## config.mk

```make
export PLATFORM = sky130hd
export DESIGN_NAME = pwm_carrier_gen
export DESIGN_NICKNAME = d
export VERILOG_FILES = /design/src/rtl/pwm_pkg.sv /design/src/rtl/pwm_prescaler.sv /design/src/rtl/pwm_carrier_gen.sv
export SDC_FILE = /design/constraint.sdc
export NUM_CORES = 1
export LEC_CHECK = 0
export CELL_PAD_IN_SITES_DETAIL_PLACEMENT = 0
export CELL_PAD_IN_SITES_GLOBAL_PLACEMENT = 2
export CORE_MARGIN = 3
export CORE_UTILIZATION = 39
export DETAILED_ROUTE_END_ITERATION = 6
export DONT_BUFFER_PORTS = 1
export GPL_TIMING_DRIVEN = 0
export PLACE_DENSITY_LB_ADDON = 0.1
export SETUP_SLACK_MARGIN = 0.02
export SLEW_MARGIN = 40
export SYNTH_ARGS = -nofsm -noshare
export SYNTH_HDL_FRONTEND = slang
export SYNTH_SLANG_ARGS = --single-unit
```

## constraint.sdc

```tcl
create_clock -name clk -period 6 [get_ports clk]
set_input_delay 0.3 -clock clk [delete_from_list [all_inputs] [get_ports clk]]
set_output_delay 0.3 -clock clk [all_outputs]
set_load 0.05 [all_outputs]
```

## src/rtl/pwm_pkg.sv

```systemverilog
// Shared encodings for the PWM carrier generator: carrier count modes and
// sync event selection.
package pwm_pkg;

    typedef enum logic [1:0] {
        MODE_STOP   = 2'b00,
        MODE_UP     = 2'b01,
        MODE_DOWN   = 2'b10,
        MODE_UPDOWN = 2'b11
    } count_mode_e;

    typedef enum logic [1:0] {
        SYNC_NONE = 2'b00,
        SYNC_ZERO = 2'b01,
        SYNC_MAX  = 2'b10,
        SYNC_BOTH = 2'b11
    } sync_mode_e;

endpackage

```

## src/rtl/pwm_prescaler.sv

```systemverilog
// Clock-enable prescaler: o_tick fires once every i_presc+1 enabled cycles.
// i_clr restarts the count; with i_ce low the count is frozen.
module pwm_prescaler #(
    parameter int PRESC_WIDTH = 8
) (
    input  logic                   clk,
    input  logic                   rst_n,
    input  logic                   i_ce,
    input  logic                   i_clr,
    input  logic [PRESC_WIDTH-1:0] i_presc,
    output logic                   o_tick
);

    logic [PRESC_WIDTH-1:0] r_cnt;

    // >= keeps the divider from running through the full range if presc shrinks mid-count.
    assign o_tick = i_ce && (r_cnt >= i_presc);

    // NOTE: sequential state uses non-blocking assignments so every flop samples pre-edge values.
    always_ff @(posedge clk or negedge rst_n) begin
        if (!rst_n) begin
            r_cnt <= '0;
        end else if (i_clr) begin
            r_cnt <= '0;
        end else if (i_ce) begin
            r_cnt <= o_tick ? '0 : r_cnt + PRESC_WIDTH'(1);
        end
    end

endmodule

```

## src/rtl/pwm_carrier_gen.sv

```systemverilog
// PWM carrier generator: up/down/up-down counter with shadowed period and mode,
// prescaled ticks, clamped phase preload, zero/max events and a divided sync pulse.
module pwm_carrier_gen
    import pwm_pkg::*;
#(
    parameter int WIDTH       = 16,
    parameter int PRESC_WIDTH = 8,
    parameter int EVDIV_WIDTH = 4
) (
    input  logic                   clk,
    input  logic                   rst_n,
    input  logic                   ce,
    input  logic [WIDTH-1:0]       countmax,
    input  logic [1:0]             count_mode,
    input  logic [PRESC_WIDTH-1:0] presc,
    input  logic [WIDTH-1:0]       phase,
    input  logic                   phase_ld,
    input  logic [1:0]             sync_mode,
    input  logic [EVDIV_WIDTH-1:0] ev_div,
    output logic [WIDTH-1:0]       carrier,
    output logic                   dir,
    output logic                   zero_evt,
    output logic                   max_evt,
    output logic                   sync
);

    logic [WIDTH-1:0]       r_cnt;
    logic [WIDTH-1:0]       r_cmax_sh;
    count_mode_e            r_mode_sh;
    logic                   r_dir;
    logic                   r_zero_evt;
    logic                   r_max_evt;
    logic                   r_sync;
    logic [EVDIV_WIDTH-1:0] r_evcnt;

    count_mode_e            w_mode_in;
    sync_mode_e             w_sync_in;
    logic                   w_stop;
    logic                   w_start;
    logic                   w_tick;
    logic [WIDTH-1:0]       w_phase_clamped;
    logic [WIDTH-1:0]       w_next;
    logic                   w_next_dir;
    logic                   w_zero_hit;
    logic                   w_max_hit;
    logic                   w_sel;

    assign w_mode_in = count_mode_e'(count_mode);
    assign w_sync_in = sync_mode_e'(sync_mode);

    // A cleared shadow mode marks STOP, so leaving it always reloads both shadows.
    assign w_stop  = (w_mode_in == MODE_STOP) || (r_mode_sh == MODE_STOP) || (r_cmax_sh == '0);
    assign w_start = w_stop && (w_mode_in != MODE_STOP) && (countmax != '0);

    assign w_phase_clamped = (phase > r_cmax_sh) ? r_cmax_sh : phase;

    pwm_prescaler #(
        .PRESC_WIDTH(PRESC_WIDTH)
    ) u_presc (
        .clk    (clk),
        .rst_n  (rst_n),
        .i_ce   (ce),
        .i_clr  (ce && (w_stop || phase_ld)),
        .i_presc(presc),
        .o_tick (w_tick)
    );

    // NOTE: every always_comb output gets a default first so no latch is inferred.
    always_comb begin
        w_next     = r_cnt;
        w_next_dir = r_dir;
        case (r_mode_sh)
            MODE_UP: begin
                w_next_dir = 1'b1;
                w_next     = (r_cnt >= r_cmax_sh) ? '0 : r_cnt + WIDTH'(1);
            end
            MODE_DOWN: begin
                w_next_dir = 1'b0;
                w_next     = (r_cnt == '0) ? r_cmax_sh : r_cnt - WIDTH'(1);
            end
            MODE_UPDOWN: begin
                if (r_dir) begin
                    if (r_cnt >= r_cmax_sh) begin
                        w_next_dir = 1'b0;
                        w_next     = r_cnt - WIDTH'(1);
                    end else begin
                        w_next = r_cnt + WIDTH'(1);
                    end
                end else begin
                    if (r_cnt == '0) begin
                        w_next_dir = 1'b1;
                        w_next     = r_cnt + WIDTH'(1);
                    end else begin
                        w_next = r_cnt - WIDTH'(1);
                    end
                end
            end
            default: ;
        endcase
    end

    assign w_zero_hit = (w_next == '0);
    assign w_max_hit  = (w_next == r_cmax_sh);
    assign w_sel      = (w_zero_hit && (w_sync_in == SYNC_ZERO || w_sync_in == SYNC_BOTH)) ||
                        (w_max_hit  && (w_sync_in == SYNC_MAX  || w_sync_in == SYNC_BOTH));

    always_ff @(posedge clk or negedge rst_n) begin
        if (!rst_n) begin
            r_cnt      <= '0;
            r_cmax_sh  <= '0;
            r_mode_sh  <= MODE_STOP;
            r_dir      <= 1'b1;
            r_zero_evt <= 1'b0;
            r_max_evt  <= 1'b0;
            r_sync     <= 1'b0;
            r_evcnt    <= '0;
        end else begin
            r_zero_evt <= 1'b0;
            r_max_evt  <= 1'b0;
            r_sync     <= 1'b0;
            if (ce) begin
                if (w_stop) begin
                    r_evcnt <= '0;
                    if (w_start) begin
                        r_cmax_sh <= countmax;
                        r_mode_sh <= w_mode_in;
                        r_cnt     <= (w_mode_in == MODE_DOWN) ? countmax : '0;
                        r_dir     <= (w_mode_in != MODE_DOWN);
                    end else begin
                        r_cnt     <= '0;
                        r_dir     <= 1'b1;
                        r_mode_sh <= MODE_STOP;
                    end
                end else if (phase_ld) begin
                    r_cnt <= w_phase_clamped;
                end else if (w_tick) begin
                    r_cnt      <= w_next;
                    r_dir      <= w_next_dir;
                    r_zero_evt <= w_zero_hit;
                    r_max_evt  <= w_max_hit;
                    // Period boundary: the new period runs on freshly sampled settings.
                    if (w_zero_hit) begin
                        r_cmax_sh <= countmax;
                        r_mode_sh <= w_mode_in;
                    end
                    if (w_sel) begin
                        if (r_evcnt >= ev_div) begin
                            r_sync  <= 1'b1;
                            r_evcnt <= '0;
                        end else begin
                            r_evcnt <= r_evcnt + EVDIV_WIDTH'(1);
                        end
                    end
                end
                if (w_sync_in == SYNC_NONE) begin
                    r_evcnt <= '0;
                end
            end
        end
    end

    assign carrier  = r_cnt;
    assign dir      = r_dir;
    assign zero_evt = r_zero_evt;
    assign max_evt  = r_max_evt;
    assign sync     = r_sync;

endmodule

```

# After elaboration in Yosys (flattened, before gate mapping)
# Cells that the tools add are included.
[word_totals]
reg_bits = 50
input_bits = 52
out_inout_bits = 20
elab_cells = 114
[op_classes]
n_addsub = 4
order_cmp = 4
n_eq_ne = 12
n_mux = 53
reduce_logical = 32
[op_table]
columns = ["operator", "count"]
rows = [
  ["two-way mux 16 bit", 16],
  ["zero test 16 bit", 3],
  ["one-hot mux 16 bit (3 select lines)", 1],
  ["two-way mux 4 bit", 6],
  ["two-way mux 8 bit", 3],
  ["two-way mux 1 bit", 21],
  ["adder 16 x 1 -> 16 bit (second input constant)", 1],
  ["== test 16 bit", 1],
  [">= comparator 16 bit", 1],
  ["greater-than comparator 16 bit", 1],
  ["nonzero test 16 bit", 1],
  ["subtractor 16 x 1 -> 16 bit (second input constant)", 1],
  ["AND reduction 4 bit", 3],
  ["== test 2 bit (second input constant)", 5],
  ["two-way mux 2 bit", 5],
  ["nonzero test 3 bit", 3],
  ["adder 8 x 1 -> 8 bit (second input constant)", 1],
  [">= comparator 8 bit", 1],
  ["nonzero test 2 bit", 4],
  ["logical AND 1 bit", 6],
  ["zero test 2 bit", 3],
  ["logical OR 1 bit", 6],
  ["AND reduction 5 bit", 1],
  ["adder 4 x 1 -> 4 bit (second input constant)", 1],
  ["other kinds (8)", 10],
]

# Depth between registers and ports, before layout
[depth]
ltp_word = 12
ltp_mapped = 18
depth_no_buf = 13

# By module
# A second synthesis with hierarchy kept.
[unflattened]
cells_unflattened = 785
hier_area_um2 = 6249.7
[modules_own_cells]
columns = ["module", "n_inst", "cells_each", "area_per_inst_um2", "seq_area_each_um2"]
rows = [
  ["pwm_carrier_gen", 1, 703, 5507.8, 1052.3],
  ["pwm_prescaler", 1, 82, 742.0, 200.2],
]

# Worst setup path after synthesis
# OpenSTA, ideal clock, no wires.
[synth_timing]
path_kind = "register -> register"
start = "register r_cnt[0], in the netlist carrier[0]"
end = "register r_cmax_sh[10]"
setup_ps = 125
arrival_ps = 4878
required_time_ps = 5875
slack_ps = 997
stages_incl_launch_ff = 18
path_buffers = 4
period_less_slack_ps = 5003
cell_sequence = "dfrtp_1 > clkbuf_1 > inv_1 > ha_1 > nand2b_1 > a2111oi_2 > or4_1 > buf_2 > a41o_1 > buf_2 > nor2_1 > or3_1 > nor4_1 > nand4_1 > or3_1 > a221oi_4 > buf_6 > mux2_4"
[synth_via]
elab_chain_len = 7
elab_cells_between_ends = 13
classes_between = "add/sub (2); order compare (1); mux (6); reduce/logical (4)"
[synth_lines]
columns = ["item", "line_no", "rtl"]
rows = [
  ["start, declared", "pwm_carrier_gen.sv:27", "logic [WIDTH-1:0] r_cnt;"],
  ["start signal, assigned", "pwm_carrier_gen.sv:127", "r_cnt <= (w_mode_in == MODE_DOWN) ? countmax : '0;"],
  ["start signal, assigned", "pwm_carrier_gen.sv:135", "r_cnt <= w_phase_clamped;"],
  ["start signal, assigned", "pwm_carrier_gen.sv:137", "r_cnt <= w_next;"],
  ["subtractor 16 x 1 -> 16 bit, or another cell as far along", "pwm_carrier_gen.sv:79, pwm_carrier_gen.sv:85, pwm_carrier_gen.sv:94", ""],
  ["two-way mux 16 bit, on equally long branches", "pwm_carrier_gen.sv:90, pwm_carrier_gen.sv:83", ""],
  ["two-way mux 16 bit", "pwm_carrier_gen.sv:82", "if (r_dir) begin"],
  ["one-hot mux 16 bit (3 select lines) *", "pwm_carrier_gen.sv:72", "case (r_mode_sh)"],
  ["zero test 16 bit *", "pwm_carrier_gen.sv:102", "assign w_zero_hit = (w_next == '0);"],
  ["nonzero test 2 bit (no source line) *", "-", ""],
  ["AND reduction 5 bit (no source line) *", "-", ""],
  ["end signal, assigned", "pwm_carrier_gen.sv:125", "r_cmax_sh <= countmax;"],
  ["end signal, assigned", "pwm_carrier_gen.sv:143", "r_cmax_sh <= countmax;"],
  ["end, declared", "pwm_carrier_gen.sv:28", "logic [WIDTH-1:0] r_cmax_sh;"],
]
# Every way passes the cells marked *; elsewhere a longest branch is shown, timed or not.
# A chain may end at the register's enable or synchronous reset.

# Worst setup path after layout
[layout_timing]
start = "register r_cnt[0], in the netlist carrier[0]"
end = "register r_cmax_sh[13]"
# Same word-level chain as after synthesis.

==> metrics.md <==
| Metric | Value |
|---|---|
| Top-Level Pins | `72` |
| Share of cells above drive strength 1 | `0.124` |
| Gr ovfl total | `0` |
| Met2 routed WL | `11.3 mm` |
| Rows | `44` |
| CP delay by family, top | `simple AND/OR/NAND/NOR gates` |
| Worst path cell trace | `clkbuf_2, inv_1, ha_1, nor4b_1, nand4_1, clkbuf_1, o21ai_0, a21oi_1, o31ai_1, o311ai_2, and4bb_1, nand4_1, or3_1, a221oi_4, buf_6, mux2_4` |
| Clk slew on worst S/H paths | `0.07 ns` |
| Syn nets | `828` |
| CP peak stage delay | `0.53 ns` |
| Storage cell area | `1250 um2` |
| Routed wl met3 | `1.58 mm` |
| Antenna violations before repair | `0` |
| Status | `finished, final reports clean` |
| Seq pwr share | `0.202` |
| Synth Cell Area | `5920 um2` |
| CTS tree | `yes` |
| Port Buffers | `0` |
| P_int | `0.00178 W` |
| Top Metal Used | `met4` |
| CP arrival | `5.88 ns` |
| Endpoints failing setup | `0` |
| PD cells | `680 nW/um2` |
| Final instance area | `6390 um2` |
| Fill cells | `1,477` |
| Yosys reg bits | `50` |
| LEAKAGE | `2.64 nW` |
| Main flop type after synthesis | `dfrtp_1` |
| Clock sinks | `50` |
| Critical path required time | `6.19 ns` |
| Max-cap viol count | `0` |
| Post-DP HPWL | `19.4 mm` |
| Die height | `129 um` |
| CP max FO | `10` |
| Top cell type by total area after synthesis | `dfrtp_1` |
| Final ANT Viol Nets | `0` |
| Number of synthesized flops with an enable pin | `0` |
| Switch Pwr | `0.00256 W` |
| Final hold viol count | `0` |
| Post-synth cell types | `84` |
| Crit-path slowest cell | `dfrtp_2` |
| Nets | `838` |
| Worst clock skew | `0.00456 ns` |
| Hold/Removal Path Class | `primary input to register` |
| CP endpoint kind | `register` |
| Placed Area | `6180 um2` |
| Share of the yosys chip area belonging to registers | `0.211` |
| Minimum clock period | `5.70 ns` |
| DR pass1 iterations | `6` |
| Routed vias | `6,099` |
| Most common cell in the synthesized netlist | `ha_1` |
| Area Growth Syn to Fin | `7.90%` |
| Full die area | `16,700 um2` |
| First-pass GRT wire length | `36.1 mm` |
| Synthesized area per cell | `8.20 um2` |
| Initial drt markers | `535` |
| WS Path Type | `register to register` |
| Worst VDD drop | `0.201 mV` |
| CP dominant cell by count | `nand4_1` |
| Number of global-route vias before repair | `6,011` |
| WP buf/inv | `4` |
| Setup TNS Final | `0 ns` |
| Final period utilization | `0.949` |
| Root buf cell | `clkbuf_16` |
| Combinational power share | `0.729` |
| Post-synth top area share | `0.207` |
| Clk pwr share | `0.069` |
| Die X | `129 um` |
| Syn. warnings | `0` |
| Largest net degree at the start of global routing | `51` |
| H-tree depth | `2` |
| Drt wl/cell | `26.3 um` |
| RR Startpoint | `carrier[0]` |
| Drt total wl | `24.2 mm` |
| CTS max path bufs | `2` |
| Residual DRC | `0` |
| Top post-synthesis cells by count | `ha_1, nor2_1, inv_1` |
| Cells after Synth | `722` |
| Asr flop ratio synth | `1.00` |
| CP Launch Type | `register` |
| GP Congestion | `0.950` |
| Actual slew at the worst max-slew pin | `0.896 ns` |
| Max-slew violation count | `0` |
| Area of the multi-input gates | `4310 um2` |
| Switching Fraction | `0.590` |
| Critical Path Source | `carrier[0]` |
| Vias per cell | `6.65` |
| GRT Overall Usage | `0.288` |
| Starting Density | `0.403` |
| Fmax | `0.176 GHz` |
| Hold Crit Start | `countmax[0]` |
| Clk_lat worst skew | `0.30 ns` |
| Ant. Diodes | `0` |
| M1 WL | `10.2 mm` |
| Total CTS buffers | `5` |
| Cells taking the most area after synthesis | `dfrtp_1, ha_1, mux2_2, o21ai_0, nor2_1` |
| RSZ-0062 raised after global routing | `no` |
| Relative slew slack | `0.397` |
| Core Area | `14,700 um2` |
-- path summary, 6_finish.rpt --
check,cells after the start,slack (ns),to
worst max-delay path,16,0.30,r_cmax_sh[13]
worst min-delay path,1,0.13,r_cmax_sh[0]
worst max register to register,16,0.30,r_cmax_sh[13]
worst min register to register,1,0.51,u_presc.r_cnt[4]
max in group asynchronous,2,5.17,dir
min in group asynchronous,2,0.53,carrier[5]
-- sequential cells by signal, summed over array words and instances (netlist names) --
name           cells
zero_evt           1
sync               1
r_mode_sh          2
r_evcnt            4
carrier           16
dir                1
u_presc.r_cnt      8
max_evt            1
r_cmax_sh         16
-- power groups by stage --
stage | Sequential [W] | Clock (W) | Combinational, W
after detailed placement | 0.000877 | 0 | 0.00304
after CTS | 0.000872 | 0.000308 | 0.00308
final | 0.000878 | 0.000302 | 0.00317
after floorplan | 0.000771 | 0 | 0.00217
after global placement | 0.000873 | 0 | 0.00302
after global routing | 0.000899 | 0.000316 | 0.00338
-- worst register-to-register path: stages, from the launching register on --
cell	delay, ns
dfrtp_2	0.53
clkbuf_2	0.26
inv_1	0.28
ha_1	0.21
nor4b_1	0.46
nand4_1	0.47
clkbuf_1	0.46
o21ai_0	0.30
a21oi_1	0.07
o31ai_1	0.34
o311ai_2	0.30
and4bb_1	0.35
nand4_1	0.24
or3_1	0.47
a221oi_4	0.30
buf_6	0.22
mux2_4	0.32
-- cell type report --
| class | instances | share of cell area |
|---|---|---|
| timing repair buffer | 3 | 0.00705 |
| clock inverter | 3 | 0.00352 |
| clock buffer | 5 | 0.0196 |
| multi-input combinational | 575 | 0.674 |
| sequential | 50 | 0.196 |
| tap | 184 | 0.0360 |
| inverter | 51 | 0.0300 |
| buffer | 46 | 0.0335 |
-- logic make-up (layout without fill, tap and decap cells) --
| kind of cell | after synthesis | count (layout) | share of synthesized area |
|---|---|---|---|
| xor+xnor | 22 | 22 | 0.0325 |
| simple gates | 246 | 246 | 0.231 |
| flops | 50 | 50 | 0.211 |
| buf+inv | 97 | 108 | 0.0682 |
| mux | 46 | 46 | 0.0917 |
| compound gates | 207 | 207 | 0.251 |
| fa+ha+maj | 54 | 54 | 0.114 |
-- cells in the final DEF (no fill, tap or decap), drive strengths merged, types with 4 or more instances in the layout --
cell type   n
dfrtp      49
or3        10
mux2       36
o211ai      9
buf        18
xnor2      19
ha         54
a221oi      8
nand4      16
a222oi     11
clkbuf     35
a2111oi     6
or4        12
nor2       53
o31ai       9
and3        4
nand2b      8
a22oi       4
o21ai      50
o21a       10
or2         5
and2        4
nand3      28
o22ai       4
a21oi      35
nor3       19
a31oi       4
a41oi       6
inv        53
a21o       15
nor4       27
nand2      42
mux2i      10
-- timing repair --
action                     4_1_cts  5_1_grt
gates resized for setup          2        2
hold endpoints to repair        50        0
setup endpoints to repair       10       16
pin swaps                        0        1
hold buffers                     2        0
buffers inserted                 0        1
-- stage by stage --
| step | setup slack [ns] | hold WS [ns] | total power (W) | instances | utilization |
|---|---|---|---|---|---|
| 2_1_floorplan | 0.997 | 0.00441 | 0.00294 | 722 | - |
| 3_3_place_gp | -0.394 | 0.00558 | 0.00389 | 906 | 0.419 |
| 3_5_place_dp | -0.123 | 0.00566 | 0.00392 | 906 | 0.420 |
| 4_1_cts | 0.0513 | 0.124 | 0.00426 | 916 | 0.434 |
| 5_1_grt | 0.0889 | 0.124 | 0.00460 | 917 | 0.435 |
| 6_report | 0.305 | 0.128 | 0.00435 | 917 | 0.435 |
-- per-layer routing --
layer | vias to the layer above | track usage
li1 | 2784 | -
met1 | 2973 | 0.368
met2 | 274 | 0.485
met3 | 68 | 0.0466
met4 | 0 | 0.121
met5 | - | 0
Note: power is estimated with default switching activity, not from simulation.
